**src/rtl/channel_serializer_if.sv**
```systemverilog
// Multi-channel layer interface: a word of NUM_CHANNEL lanes in, one channel beat out.
interface channel_serializer_if #(
  parameter int unsigned BIT_WIDTH   = 8,
  parameter int unsigned NUM_CHANNEL = 3
);
  localparam int unsigned CIDX_W = (NUM_CHANNEL > 1) ? $clog2(NUM_CHANNEL) : 1;

  logic                             prev_layer_valid;
  logic                             prev_layer_rdy;
  logic [NUM_CHANNEL*BIT_WIDTH-1:0] prev_layer_data;
  logic                             next_layer_rdy;
  logic                             next_layer_valid;
  logic [BIT_WIDTH-1:0]             next_layer_data;
  logic [CIDX_W-1:0]                next_layer_chan;
  logic                             next_layer_last;

  // Producer of words / consumer of beats
  modport master (
    output prev_layer_valid, prev_layer_data, next_layer_rdy,
    input  prev_layer_rdy, next_layer_valid, next_layer_data, next_layer_chan, next_layer_last
  );

  // The serializer itself
  modport slave (
    input  prev_layer_valid, prev_layer_data, next_layer_rdy,
    output prev_layer_rdy, next_layer_valid, next_layer_data, next_layer_chan, next_layer_last
  );
endinterface

```
**src/rtl/channel_serializer.sv**
```systemverilog
// Splits one NUM_CHANNEL-lane word into ascending single-channel beats, one per cycle,
// with a zero-bubble reload when a new word arrives on the last beat.
module channel_serializer #(
  parameter int unsigned BIT_WIDTH   = 8,
  parameter int unsigned NUM_CHANNEL = 3
) (
  input logic                 clk,
  input logic                 rst,
  channel_serializer_if.slave bus
);
  localparam int unsigned CIDX_W = (NUM_CHANNEL > 1) ? $clog2(NUM_CHANNEL) : 1;
  localparam int unsigned WORD_W = NUM_CHANNEL * BIT_WIDTH;
  localparam logic [CIDX_W-1:0] LAST_IDX = CIDX_W'(NUM_CHANNEL - 1);

  typedef enum logic {IDLE, SEND} state_t;

  state_t               state;
  logic [WORD_W-1:0]    hold_reg;
  logic [CIDX_W-1:0]    chan_cnt;
  logic                 valid_q;
  logic                 last_q;
  logic [BIT_WIDTH-1:0] data_q;

  logic [CIDX_W-1:0]    cnt_inc;
  logic [BIT_WIDTH-1:0] next_chan_data;
  logic                 rdy_c;
  logic                 in_xfer;
  logic                 out_xfer;

  // Channel that follows the one currently presented
  always_comb begin
    cnt_inc        = chan_cnt + CIDX_W'(1);
    next_chan_data = '0;
    for (int unsigned k = 0; k < NUM_CHANNEL; k++) begin
      if (CIDX_W'(k) == cnt_inc) next_chan_data = hold_reg[k*BIT_WIDTH +: BIT_WIDTH];
    end
  end

  // Upstream may load on the very edge the last beat leaves
  assign rdy_c    = !rst && ((state == IDLE) || ((state == SEND) && last_q && bus.next_layer_rdy));
  assign in_xfer  = bus.prev_layer_valid && rdy_c;
  assign out_xfer = valid_q && bus.next_layer_rdy;

  always_ff @(posedge clk) begin
    if (rst) begin
      state    <= IDLE;
      hold_reg <= '0;
      chan_cnt <= '0;
      valid_q  <= 1'b0;
      last_q   <= 1'b0;
      data_q   <= '0;
    end else if (in_xfer) begin
      state    <= SEND;
      hold_reg <= bus.prev_layer_data;
      chan_cnt <= '0;
      valid_q  <= 1'b1;
      last_q   <= (NUM_CHANNEL == 1);
      data_q   <= bus.prev_layer_data[BIT_WIDTH-1:0];
    end else if (out_xfer) begin
      if (!last_q) begin
        chan_cnt <= cnt_inc;
        data_q   <= next_chan_data;
        last_q   <= (cnt_inc == LAST_IDX);
      end else begin
        state   <= IDLE;
        valid_q <= 1'b0;
        last_q  <= 1'b0;
      end
    end
  end

  assign bus.prev_layer_rdy   = rdy_c;
  assign bus.next_layer_valid = valid_q;
  assign bus.next_layer_data  = data_q;
  assign bus.next_layer_chan  = chan_cnt;
  assign bus.next_layer_last  = last_q;
endmodule

```
**src/flat_wrapper.sv**
```systemverilog
// flat-port wrapper written by rule: the top's interface ports become plain ports
module channel_serializer_flat 
#(
  parameter int unsigned BIT_WIDTH   = 8,
  parameter int unsigned NUM_CHANNEL = 3
)
  (clk, rst, bus_prev_layer_valid, bus_prev_layer_data, bus_next_layer_rdy, bus_prev_layer_rdy, bus_next_layer_valid, bus_next_layer_data, bus_next_layer_chan, bus_next_layer_last);
  channel_serializer_if #(.BIT_WIDTH(BIT_WIDTH), .NUM_CHANNEL(NUM_CHANNEL)) bus_i ();
  input logic clk;
  input logic rst;
  input wire logic [$bits(bus_i.prev_layer_valid)-1:0] bus_prev_layer_valid;
  input wire logic [$bits(bus_i.prev_layer_data)-1:0] bus_prev_layer_data;
  input wire logic [$bits(bus_i.next_layer_rdy)-1:0] bus_next_layer_rdy;
  output wire logic [$bits(bus_i.prev_layer_rdy)-1:0] bus_prev_layer_rdy;
  output wire logic [$bits(bus_i.next_layer_valid)-1:0] bus_next_layer_valid;
  output wire logic [$bits(bus_i.next_layer_data)-1:0] bus_next_layer_data;
  output wire logic [$bits(bus_i.next_layer_chan)-1:0] bus_next_layer_chan;
  output wire logic [$bits(bus_i.next_layer_last)-1:0] bus_next_layer_last;
  assign bus_i.prev_layer_valid = bus_prev_layer_valid;
  assign bus_i.prev_layer_data = bus_prev_layer_data;
  assign bus_i.next_layer_rdy = bus_next_layer_rdy;
  assign bus_prev_layer_rdy = bus_i.prev_layer_rdy;
  assign bus_next_layer_valid = bus_i.next_layer_valid;
  assign bus_next_layer_data = bus_i.next_layer_data;
  assign bus_next_layer_chan = bus_i.next_layer_chan;
  assign bus_next_layer_last = bus_i.next_layer_last;
  channel_serializer #(.BIT_WIDTH(BIT_WIDTH), .NUM_CHANNEL(NUM_CHANNEL)) u_core (.clk(clk), .rst(rst), .bus(bus_i));
endmodule
```
**config.mk**
```make
export PLATFORM = sky130hd
export DESIGN_NAME = channel_serializer_flat
export DESIGN_NICKNAME = d
export VERILOG_FILES = /design/src/rtl/channel_serializer_if.sv /design/src/rtl/channel_serializer.sv /design/src/flat_wrapper.sv
export SDC_FILE = /design/constraint.sdc
export NUM_CORES = 1
export LEC_CHECK = 0
export BUFFER_PORTS_ARGS = -buffer_cell sky130_fd_sc_hd__clkbuf_2
export CAP_MARGIN = 0
export CORE_MARGIN = 2
export CORE_UTILIZATION = 40
export CTS_CLUSTER_DIAMETER = 40
export DETAILED_ROUTE_END_ITERATION = 16
export PLACE_DENSITY = 0.73
export SLEW_MARGIN = 25
export SYNTH_ARGS = -nofsm -noshare
export SYNTH_HDL_FRONTEND = slang
export SYNTH_SLANG_ARGS = --single-unit
```
**constraint.sdc**
```tcl
create_clock -name clk -period 3.1 [get_ports clk]
set_clock_uncertainty 0.2 [all_clocks]
set_input_delay 0.31 -clock clk [delete_from_list [all_inputs] [get_ports clk]]
set_output_delay 0.31 -clock clk [all_outputs]
set_load 0.02 [all_outputs]
```
==> metrics.txt <==
Skew-Pair Late Insertion Delay 0.29 ns; Worst-Margin Slew between 0.6 and 0.7 ns; worst vdd ir 0.2975 mV; Slew Viols, Final 0; ratio of final minimum period to clock period 0.6293; first-pass GRT wire length about 5200 microns; status completed; RSZ-0062 raised after global routing false; Hold WC Path Type input pin to flip-flop; mean number of vias per cell 4.988; R2R setup slack 1.15 ns; #FFs+latches synth 36; Final Util 0.4913; slew margin rel. 0.5456; hold_buf cts 0; Synth Net Count roughly 180; Min Clock Period, post-route approximately 2.0 ns; Async SR Flop Fraction 0; # DRC 0; Die Span X 67.52 microns; grt met1 use 0.2214; GR Overflow Total 0; Mapped Avg Cell Area 10.76 sq um; most common cell after layout, fill and taps aside clkbuf_2; CP Class flip-flop to flip-flop; met3 GRT Util 0.06500; Final WS setup 1.149 ns; Ports 41; WHS around 0.025 ns; remaining antenna violation count after routing 0; worst reg-to-reg path cell count 4; worst hold path depth 2; CTS Buf Count 5; Post-CTS Setup Inserts 0; initial core utilization 0.4094; die footprint between 0.004 and 0.005 sq mm; RePlAce Congestion 0.7811; Synth-to-Final Area Change 20.00%; most frequent cells in the layout clkbuf_2 (40), dfxtp_1 (36), nor2b_1 (23); Achievable Freq 512.6 MHz; row count 23; Detailed Place HPWL 2300 microns; Arr. time, crit path 1.93 ns; antenna cells 0; Starting DRT DRC Count 33; Hold Fails Final Rpt 0; hold endpoint u_core.hold_reg[19]; Core ar. 0.003943 sq mm; layout cells sized above 1 0.3526; CTS Buffer Depth 2; synth unique cells 29; Leak 0.8258 nW; vias 1,197; Setup TNS Final 0 ns; Seq/Total Area, Yosys 0.4465; pin count of the biggest net entering global routing 27; TritonCTS clock tree built; CTS clk-pin slew, worst paths 0.07 ns; Setup Viol. Count Final 0; TritonRoute pass-1 iters 4; GR Util All Layers 0.1575; post-CTS sizing 0; RR Endpoint u_core.hold_reg[22]; Place WS 0.9861 ns; Pwr Density slightly above 500 mW/mm^2; CTS Sinks 36; Worst Setup Start Kind flip-flop; design area 0.001937 sq mm; CTS Root Cell clkbuf_8; max reg flops 24; Post-DP Area about 0.0018 sq mm; r2r startpoint u_core.state; Critical Path RT 3.08 ns; H-tree depth 2; number of synthesized flops with an enable pin 0; initial antenna violation count 0; IO buf count 40; WL final about 3200 microns; number of max-cap violations 0; CP Max Fanout 11; met2 usage 0.2083; chip height 67.52 microns; Wirelength per Cell 13.16 microns; YS warnings 0; Cells after Synth 150; Hold Crit Start bus_prev_layer_data[19]; count of nets after finishing between 200 and 250; Post-Syn Area 0.001614 sq mm; vias in the first global route around 1,100; ys flop type dfxtp_1; gr busiest metal met1; CP endpoint kind flip-flop
## synth_stat cells, types with 2 or more instances
master / n / share of area
mux2i_1: 2 / 0.012
a211oi_1: 8 / 0.037
buf_6: 2 / 0.014
nor2b_1: 23 / 0.089
dfxtp_1: 36 / 0.45
a22o_1: 8 / 0.043
nand3b_1: 9 / 0.042
nor3_1: 2 / 0.0062
inv_1: 3 / 0.0070
nor2_1: 4 / 0.0093
clkbuf_1: 3 / 0.0070
mux2_2: 14 / 0.098
buf_1: 3 / 0.0070
a221o_1: 8 / 0.050
ha_1: 3 / 0.023
a21oi_1: 9 / 0.028
## cells by family after synthesis
group,share of synthesized area
muxes,0.1171
xor gates and xnor gates,0.005427
adders and majority gates,0.02326
AOI/OAI and AO/OA,0.1946
buffers and inverters,0.04263
and+or+nand+nor,0.1705
DFF,0.4465
## how the worst max path moves through the flow
stage	startpoint	end	slack [ns]	cells after the start
6_report	u_core.state	u_core.hold_reg[22]	1.15	4
5_1_grt	u_core.bus.next_layer_last	u_core.hold_reg[22]	1.03	4
4_1_cts	u_core.state	u_core.hold_reg[22]	1.15	4
3_5_place_dp	rst	u_core.hold_reg[22]	0.99	4
3_3_place_gp	rst	u_core.hold_reg[22]	1.01	4
2_1_floorplan	u_core.bus.next_layer_last	u_core.hold_reg[11]	1.31	4
## worst max-delay path, stage by stage (launching register included)
cell      delay (ns)
dfxtp_1         0.37
a21boi_2        0.21
nor3b_4         0.48
buf_4           0.26
mux2_1          0.32
## power by group
group / internal, mW / leakage [nW] / switching (mW) / total [mW]
logic: 0.0713 / 0.484 / 0.0708 / 0.142
clock network: 0.181 / 0.0455 / 0.158 / 0.339
registers: 0.494 / 0.296 / 0.0185 / 0.513
total: 0.747 / 0.826 / 0.248 / 0.994
## stage by stage
| step | instances | power, mW |
|---|---|---|
| after floorplan | 150 | 0.6177 |
| after global placement | 232 | 0.6647 |
| after detailed placement | 232 | 0.6655 |
| after CTS | 240 | 1.005 |
| after global routing | 240 | 1.040 |
| final | 240 | 0.9941 |
## per-layer routing
layer | vias up | wire length [microns]
met5 | - | 0
met1 | 533 | 1622
met3 | 5 | 192
met2 | 28 | 1284
met4 | 0 | 60
li1 | 631 | -
## final cells by class
class	instances	area (sq um)
Clock buffer	8	90.09
Tap cell	50	62.56
Fill cell	356	2006
Multi-Input combinational cell	101	824.5
Timing Repair Buffer	42	227.7
Inverter	3	11.26
Sequential cell	36	720.7
Note: power is estimated with default switching activity, not from simulation.
